**config.mk**
```make
export PLATFORM = sky130hd
export DESIGN_NAME = multi_voice_tone_gen
export DESIGN_NICKNAME = d
export VERILOG_FILES = /design/src/rtl/multi_voice_tone_gen.sv
export SDC_FILE = /design/constraint.sdc
export NUM_CORES = 1
export LEC_CHECK = 0
export ABC_AREA = 0
export CAP_MARGIN = 20
export CORE_MARGIN = 3
export CORE_UTILIZATION = 45
export CTS_CLUSTER_SIZE = 28
export DETAILED_ROUTE_END_ITERATION = 7
export PLACE_DENSITY_LB_ADDON = 0.25
export RECOVER_POWER = 25
export SLEW_MARGIN = 20
export SYNTH_ARGS = -nofsm -noshare
export SYNTH_HDL_FRONTEND = slang
export SYNTH_SLANG_ARGS = --single-unit
```
**constraint.sdc**
```tcl
create_clock -name clk -period 14.6 [get_ports clk]
set_clock_uncertainty 0.05 [all_clocks]
set_input_delay 1.46 -clock clk [delete_from_list [all_inputs] [get_ports clk]]
set_output_delay 1.46 -clock clk [all_outputs]
set_load 0.01 [all_outputs]
```
**src/rtl/multi_voice_tone_gen.sv**
```systemverilog
// rtl/multi_voice_tone_gen.sv - N-voice timed note player with per-note volume, OR-mixed beeper
module multi_voice_tone_gen #(
  parameter int NUM_CH  = 2,
  parameter int DUR_W   = 24,
  parameter int VOL_W   = 3,
  parameter int GAP_CYC = 12000
) (
  input  logic                    clk,
  input  logic                    rst_n,
  input  logic                    play_enable,
  input  logic                    stop,
  input  logic [NUM_CH-1:0]       note_valid,
  output logic [NUM_CH-1:0]       note_ready,
  input  logic [8*NUM_CH-1:0]     note_code,
  input  logic [DUR_W*NUM_CH-1:0] note_dur,
  input  logic [VOL_W*NUM_CH-1:0] note_vol,
  output logic [NUM_CH-1:0]       tone_out,
  output logic [NUM_CH-1:0]       ch_active,
  output logic [NUM_CH-1:0]       note_done,
  output logic                    beeper
);

  localparam int GAP_W = (GAP_CYC > 1) ? $clog2(GAP_CYC) : 1;

  typedef enum logic [1:0] {IDLE, PLAY, GAP} state_t;

  function automatic logic [15:0] period_of(input logic [7:0] code);
    case (code)
      8'd1:    period_of = 16'd45872;
      8'd2:    period_of = 16'd40858;
      8'd3:    period_of = 16'd36408;
      8'd4:    period_of = 16'd34364;
      8'd5:    period_of = 16'd30612;
      8'd6:    period_of = 16'd27273;
      8'd7:    period_of = 16'd24296;
      8'd8:    period_of = 16'd22931;
      8'd9:    period_of = 16'd20432;
      8'd10:   period_of = 16'd18201;
      8'd11:   period_of = 16'd17180;
      8'd12:   period_of = 16'd15306;
      8'd13:   period_of = 16'd13636;
      8'd14:   period_of = 16'd12148;
      8'd15:   period_of = 16'd11478;
      8'd16:   period_of = 16'd10215;
      8'd17:   period_of = 16'd9108;
      8'd18:   period_of = 16'd8593;
      8'd19:   period_of = 16'd7653;
      default: period_of = 16'd0;
    endcase
  endfunction

  logic [NUM_CH-1:0] t;

  for (genvar c = 0; c < NUM_CH; c++) begin : g_ch
    state_t             state_q, state_d;
    logic [7:0]         code_q, code_in;
    logic [VOL_W-1:0]   vol_q, vol_in;
    logic [DUR_W-1:0]   dur_cnt, dur_in;
    logic [15:0]        cnt, period, half, duty;
    logic [15+VOL_W:0]  prod;
    logic [GAP_W-1:0]   gap_cnt;
    logic               accept, gap_last, tone_q, done_q;

    assign code_in = note_code[8*c +: 8];
    assign vol_in  = note_vol[VOL_W*c +: VOL_W];
    assign dur_in  = note_dur[DUR_W*c +: DUR_W];

    // Full-width product so low volumes keep their resolution before the scale-down shift
    assign period = period_of(code_q);
    assign half   = {1'b0, period[15:1]};
    assign prod   = (16+VOL_W)'(half) * (16+VOL_W)'(vol_q);
    assign duty   = (&vol_q) ? half : 16'(prod >> VOL_W);
    assign t[c]   = (state_q == PLAY) && (period != 16'd0) && (vol_q != '0) && (cnt < duty);

    assign gap_last = (gap_cnt == GAP_W'(GAP_CYC - 1));

    always_comb begin
      state_d = state_q;
      accept  = 1'b0;
      unique case (state_q)
        IDLE: if (note_valid[c]) begin
          accept  = 1'b1;
          state_d = (dur_in == '0) ? GAP : PLAY;
        end
        PLAY: if (play_enable && dur_cnt == DUR_W'(1)) state_d = GAP;
        GAP:  if (play_enable && gap_last) state_d = IDLE;
        default: state_d = IDLE;
      endcase
      if (stop) begin
        state_d = IDLE;
        accept  = 1'b0;
      end
    end

    always_ff @(posedge clk) begin
      if (!rst_n) begin
        state_q <= IDLE;
        code_q  <= '0;
        vol_q   <= '0;
        dur_cnt <= '0;
        cnt     <= '0;
        gap_cnt <= '0;
        tone_q  <= 1'b0;
        done_q  <= 1'b0;
      end else begin
        state_q <= state_d;
        tone_q  <= play_enable & t[c] & ~stop;
        done_q  <= 1'b0;
        if (stop) begin
          dur_cnt <= '0;
          cnt     <= '0;
          gap_cnt <= '0;
        end else if (accept) begin
          code_q  <= code_in;
          vol_q   <= vol_in;
          dur_cnt <= dur_in;
          cnt     <= '0;
          gap_cnt <= '0;
        end else if (play_enable) begin
          if (state_q == PLAY) begin
            dur_cnt <= dur_cnt - 1'b1;
            cnt     <= (period == 16'd0 || cnt == period - 16'd1) ? 16'd0 : cnt + 16'd1;
          end else if (state_q == GAP) begin
            gap_cnt <= gap_last ? '0 : gap_cnt + 1'b1;
            done_q  <= gap_last;
          end
        end
      end
    end

    assign note_ready[c] = (state_q == IDLE);
    assign ch_active[c]  = (state_q == PLAY);
    assign tone_out[c]   = tone_q;
    assign note_done[c]  = done_q;
  end

  // Mixed from the pre-register tone vector so the pin lines up with tone_out
  always_ff @(posedge clk) begin
    if (!rst_n || stop || !play_enable) beeper <= 1'b0;
    else                                beeper <= |t;
  end

endmodule

```
After elaboration in Yosys (flattened, before gate mapping):

Memory sizes are Yosys's and may differ from the RTL's. A register that Yosys moved wholly into a read port is not among the register bits.
Index checks and enable logic that the tools add are counted.

* add/subtract/negate cells: 8
* $mul: 2
* $lt $le $gt $ge: 2
* equal/unequal tests: 16
* muxes and demuxes: 34
* bitwise operators: 11
* reduce and logical (&&, ||, !) cells: 50

Operator list (count)
* two-way mux 24 bit: 6
* two-way mux 16 bit: 4
* == test 24 x 1 -> 1 bit (second input constant): 2
* zero test 24 bit: 2
* subtractor 24 x 1 -> 24 bit (second input constant): 2
* multiplier 15 x 3 -> 18 bit: 2
* adder 16 x 1 -> 16 bit (second input constant): 2
* == test 16 bit: 2
* zero test 16 bit: 2
* < comparator 16 x 15 -> 1 bit: 2
* nonzero test 16 bit: 2
* subtractor 16 x 1 -> 16 bit (second input constant): 2
* two-way mux 15 bit: 2
* adder 14 x 1 -> 14 bit (second input constant): 2
* == test 14 bit (second input constant): 2
* two-way mux 14 bit: 2
* two-way mux 5 bit: 4
* AND reduction 3 bit: 6
* two-way mux 2 bit: 8
* one-hot mux 2 bit (3 select lines): 2
* AND reduction 2 bit: 6
* OR reduction 6 bit: 2
* logical AND 1 bit: 10
* inequality test 2 bit (second input constant): 4
* other kinds (14): 43

* flip-flop bits (word level): 139
* memory bits (read-only): 1024
* bits of input ports: 76
* output and inout port bits: 9
* word-level logic and storage cells: 142
* memories kept: 2

Memories
* (no name shown): depth 32, bits a word 16, read ports 1, clocked after memory_dff 1, wr ports 0, line 28 `case (code)`
* (no name shown): depth 32, bits a word 16, read ports 1, clocked after memory_dff 1, wr ports 0, line 28

Depth between registers and ports, before layout:

* word-level depth: 8
* gate-level depth with buffers: 28
* depth with buffers taken out: 25

Least setup slack after synthesis:

OpenSTA, ideal clock, no wires.

* kind: flip-flop to flip-flop
* start point: register g_ch[1].code_q[7]
* end point: register beeper
* setup time: 74 ps
* arrival time: 5451 ps
* required time: 14476 ps
* setup slack: 9025 ps
* stages on the path, launching flop included: 24
* buffers on the path: 2
* clock period less this slack: 5575 ps
* path through: dfxtp_1 > nor3_1 > buf_2 > and2_1 > clkbuf_1 > nand2_1 > fa_1 > inv_1 > ha_1 > a21oi_1 > nand2_1 > o2bb2ai_1 > o41ai_1 > o21ai_0 > or4_1 > a31oi_1 > nor2b_1 > o41ai_1 > ha_1 > a2111oi_0 > o311ai_0 > nor3_1 > o41ai_1 > o21ai_0

* longest elaborated chain between the ends: 7
* elaborated cells between the ends (all ways): 10
* classes of those cells: 1 x mul; 1 x order compare; 2 x mux; 6 x reduce/logical

RTL lines
* from (decl): line 56 `logic [7:0] code_q, code_in;`
* from (signal assigned): line 114 `code_q <= code_in;`
* zero test 3 bit *: line 28
* two-way mux 16 bit *: line 28
* multiplier 15 x 3 -> 18 bit or nonzero test 16 bit (tied branches): line 71, 73
* two-way mux 15 bit or logical AND 1 bit (tied branches): line 72, 73
* < comparator 16 x 15 -> 1 bit or logical AND 1 bit (tied branches): line 73 `assign t[c] = (state_q == PLAY) && (period != 16'd0) && (vol_q != '0) && (cnt < duty);`
* logical AND 1 bit *: line 73
* OR reduction 2 bit *: line 140 `else beeper <= |t;`
* to (signal assigned): line 140
* to (decl): line 20 `output logic beeper`

Mark *: on every way between the ends. The rest lies on a longest branch, timed or not.
A chain may end at the register's enable or synchronous reset.

Final worst setup path:

Same ends and word-level chain as after synthesis.

==> impl_results.md <==
- Status: finished, violations left
- Failing checks: capacitance limit, slew limit
- Die X: 176 µm
- Routed WL: 34200 µm
- Required time of the critical path: 14.89 ns
- Share of layout cells above drive strength 1: 0.0440
- Hold bufs inserted after CTS: 0
- Leading post-synthesis cells by cell area: dfxtp_1, ha_1, nand2_1, a21oi_1, nor2_1
- Final period demand of the worst path: 6.16 ns
- Synth top area share: 0.264
- Post-synth top area cell: dfxtp_1
- Mapped Nets: 1919
- DRT iter0 DRCs: 1090
- Mux cell area share after synthesis: 0.0123
- ANT nets after route: 0
- Crit Path Max Fanout: 35
- Mapped cell area: 0.0130 mm²
- Layout area overhead: 11.4%
- CP arrival: 6.45 ns
- DP HPWL: 25500 µm
- Synthesized flop and latch total: 171
- Port bufs: 84
- Yosys warning total: 0
- Yosys cell types: 88
- Post-synthesis sequential area ratio: 0.264
- Clock root cell: clkbuf_16
- CTS tree: built
- Num CTS Buffers: 17
- Post-synthesis compound-gate area fraction: 0.188
- Clock Sinks: 171
- Total GRT Usage: 0.219
- Synth async-reset ratio: 0
- RSZ-0062 raised after global routing: no
- Vias: 12400
- Largest family of logic cells by synthesized area: simple AND/OR/NAND/NOR gates
- Final instance area: 0.0144 mm²
- Pint: 0.842 mW
- Slew Limit Fails: 91
- Net Sw Frac: 0.323
- DR vias/cell: 5.81
- Fmax: 162 MHz
- Diodes inserted: 0
- Total Nets Final: 1923
- Power density cells: 86.1 mW/mm²
- Total grt overflow: 0
- MaxCap Viol Count: 3
- Row cnt: 61
- Period utilization: 0.422
- Post-CTS Setup Bufs: 0
- Initial antenna violation count: 1
- RD Place Congestion: 0.879
- Combinational share of power: 0.221
- Drt drc: 0
- Die area: 0.0309 mm²
- Dominant synthesized flop cell: dfxtp_1
- Starting Density: 0.461
- Worst-Skew Late Latency: 0.44 ns
- Final setup viols: 0
- Routed WL per cell: 16.1 µm
- Hold Path Class: flip-flop to flip-flop
- Relative slew slack: -0.0828
- Core Area: 0.0281 mm²
- Simple-Gate Fraction of Synth Area: 0.282
- Net Sw Power: 0.401 mW
- Hold Vio Cnt, Final: 0
- Synth Area in XOR/XNOR: 0.0750
- Maximum root-to-sink buffer count: 2
- Startpoint type of the worst setup path: flip-flop
- Post-CTS resize count: 0
- Syn avg cell area: 7.47 µm²
- P_leak: 5.59 nW
- Peak supply drop: 0.0810 mV
- Post-synth EDFFs: 0
- Via count of the first global-routing pass: 11500
- Drt first pass iters: 5
- H-tree depth: 4
- Setup Crit Path Kind: flip-flop to flip-flop
- DP Area: 0.0139 mm²
- Synth Area in Adders: 0.120
- Largest net degree at the start of global routing: 43
- Crit. End Element: flip-flop
- Reg clk slew, reported paths: 0.07 ns
- Setup tns final: 0 ns
- First-pass GRT wire length: 57000 µm
- Flop pwr share: 0.423
- Clk pwr share: 0.356
- Worst Max-Slew Pin Slew: 1.62 ns
- Die Ht: 176 µm
- Boundary Pins: 85
- Post-Synthesis Cells: 1735
-- power by group through the flow --
| stage | sequential, mW | clock (mW) | combinational (mW) |
|---|---|---|---|
| 2_1_floorplan | 0.508 | 0 | 0.219 |
| 3_3_place_gp | 0.535 | 0 | 0.268 |
| 3_5_place_dp | 0.535 | 0 | 0.271 |
| 4_1_cts | 0.525 | 0.449 | 0.273 |
| 5_1_grt | 0.530 | 0.466 | 0.305 |
| 6_report | 0.526 | 0.442 | 0.275 |
-- critical path, stage by stage, from the launching register on --
cell and delay [ns]:
dfxtp_1 0.34, nor3_2 0.17, buf_4 0.32, and2_1 0.40, nand2_1 0.13, fa_1 0.56, inv_1 0.05, ha_1 0.35
a21oi_1 0.19, nand2_1 0.08, o2bb2ai_1 0.16, o41ai_1 0.55, o21ai_0 0.24, or4_1 0.46, a31oi_1 0.27, nor2b_1 0.08
o41ai_1 0.27, ha_1 0.31, a2111oi_0 0.34, o311ai_0 0.28, nor3_1 0.22, o41ai_1 0.11, o21ai_0 0.11
-- cell type report --
cell class | instances | area, µm²
fill | 2758 | 13600
multi-input combinational | 1376 | 8790
sequential | 171 | 3420
timing repair buffer | 91 | 882
tap | 378 | 473
clock buffer | 19 | 433
inverter | 82 | 308
clock inverter | 12 | 128
-- synthesized netlist by cell type (all sizes together) (5+ instances only) --
| library cell | instances |
|---|---|
| xnor2 | 60 |
| o21bai | 5 |
| or3 | 12 |
| ha | 80 |
| nand2b | 10 |
| nor3 | 46 |
| and2 | 13 |
| o21ai | 58 |
| nor2 | 195 |
| a22oi | 16 |
| clkbuf | 86 |
| nand3 | 64 |
| nor4 | 34 |
| or4 | 14 |
| o41ai | 6 |
| fa | 28 |
| o311ai | 13 |
| o22ai | 12 |
| mux2 | 7 |
| inv | 79 |
| o21a | 5 |
| a21oi | 149 |
| a31oi | 15 |
| a21o | 6 |
| buf | 20 |
| nor2b | 16 |
| a21boi | 15 |
| dfxtp | 171 |
| or2 | 7 |
| and3 | 30 |
| o2111ai | 6 |
| xor2 | 51 |
| a211oi | 7 |
| o211ai | 17 |
| a221oi | 12 |
| mux2i | 8 |
| nand3b | 6 |
| nand2 | 263 |
| nand4 | 34 |
| o31ai | 5 |
-- layout by cell type (no fill, tap or decap), types with 6 or more instances in the layout --
cell type and instances:
inv_6 7, o22ai_1 12, a221oi_1 12, a22oi_1 16, a31oi_1 15, nand4_1 34, clkbuf_16 17, a211oi_1 7
o211ai_1 17, and3_1 29, and2_1 13, mux2_2 7, o21ai_0 55, clkdlybuf4s50_1 74, o311ai_0 13, a21oi_1 149
nand3b_1 6, mux2i_1 8, nor4_1 29, xor2_1 51, nor2_2 11, xnor2_1 60, nor3_1 43, dfxtp_1 171
or3_1 12, nand2b_1 10, o41ai_1 6, ha_1 80, a21boi_0 15, dlygate4sd3_1 10, inv_1 79, or4_1 12
o2111ai_1 6, fa_1 28, nor2b_1 16, nand3_1 64, nand2_1 263, a21o_1 6, nor2_1 184
-- stage by stage --
stage | setup slack, ns | util | cells | hold slack [ns] | power [mW]
after CTS | 8.46 | 0.515 | 2129 | 0.419 | 1.25
after global placement | 8.78 | 0.495 | 2098 | 0.404 | 0.803
after floorplan | 9.02 | - | 1735 | 0.388 | 0.726
after global routing | 7.93 | 0.514 | 2129 | 0.442 | 1.30
final | 8.44 | 0.514 | 2129 | 0.416 | 1.24
after detailed placement | 8.51 | 0.495 | 2098 | 0.408 | 0.806
-- metal layers --
layer | routed length, µm | GRT usage | up-vias
met2 | 15600 | 0.355 | 392
met4 | 303 | 0.0432 | 2
met3 | 1950 | 0.0300 | 30
li1 | - | - | 6121
met5 | 20 | 0 | -
met1 | 16400 | 0.314 | 5834
-- worst paths after layout --
path | startpoint | endpoint | slack (ns) | depth (start not counted)
worst min-delay path | g_ch[1].dur_cnt[12] | g_ch[1].dur_cnt[12] | 0.42 | 2
worst min register to register | g_ch[1].dur_cnt[12] | g_ch[1].dur_cnt[12] | 0.42 | 2
worst max-delay path | g_ch[1].code_q[7] | beeper | 8.44 | 22
worst max register to register | g_ch[1].code_q[7] | beeper | 8.44 | 22
-- cells by family after synthesis --
group / Yosys count
DFF: 171
and+or+nand+nor: 760
AOI/OAI and AO/OA: 382
muxes: 15
xor gates and xnor gates: 111
adders and majority gates: 108
buffers and inverters: 188
Note: power is estimated with default switching activity, not from simulation.
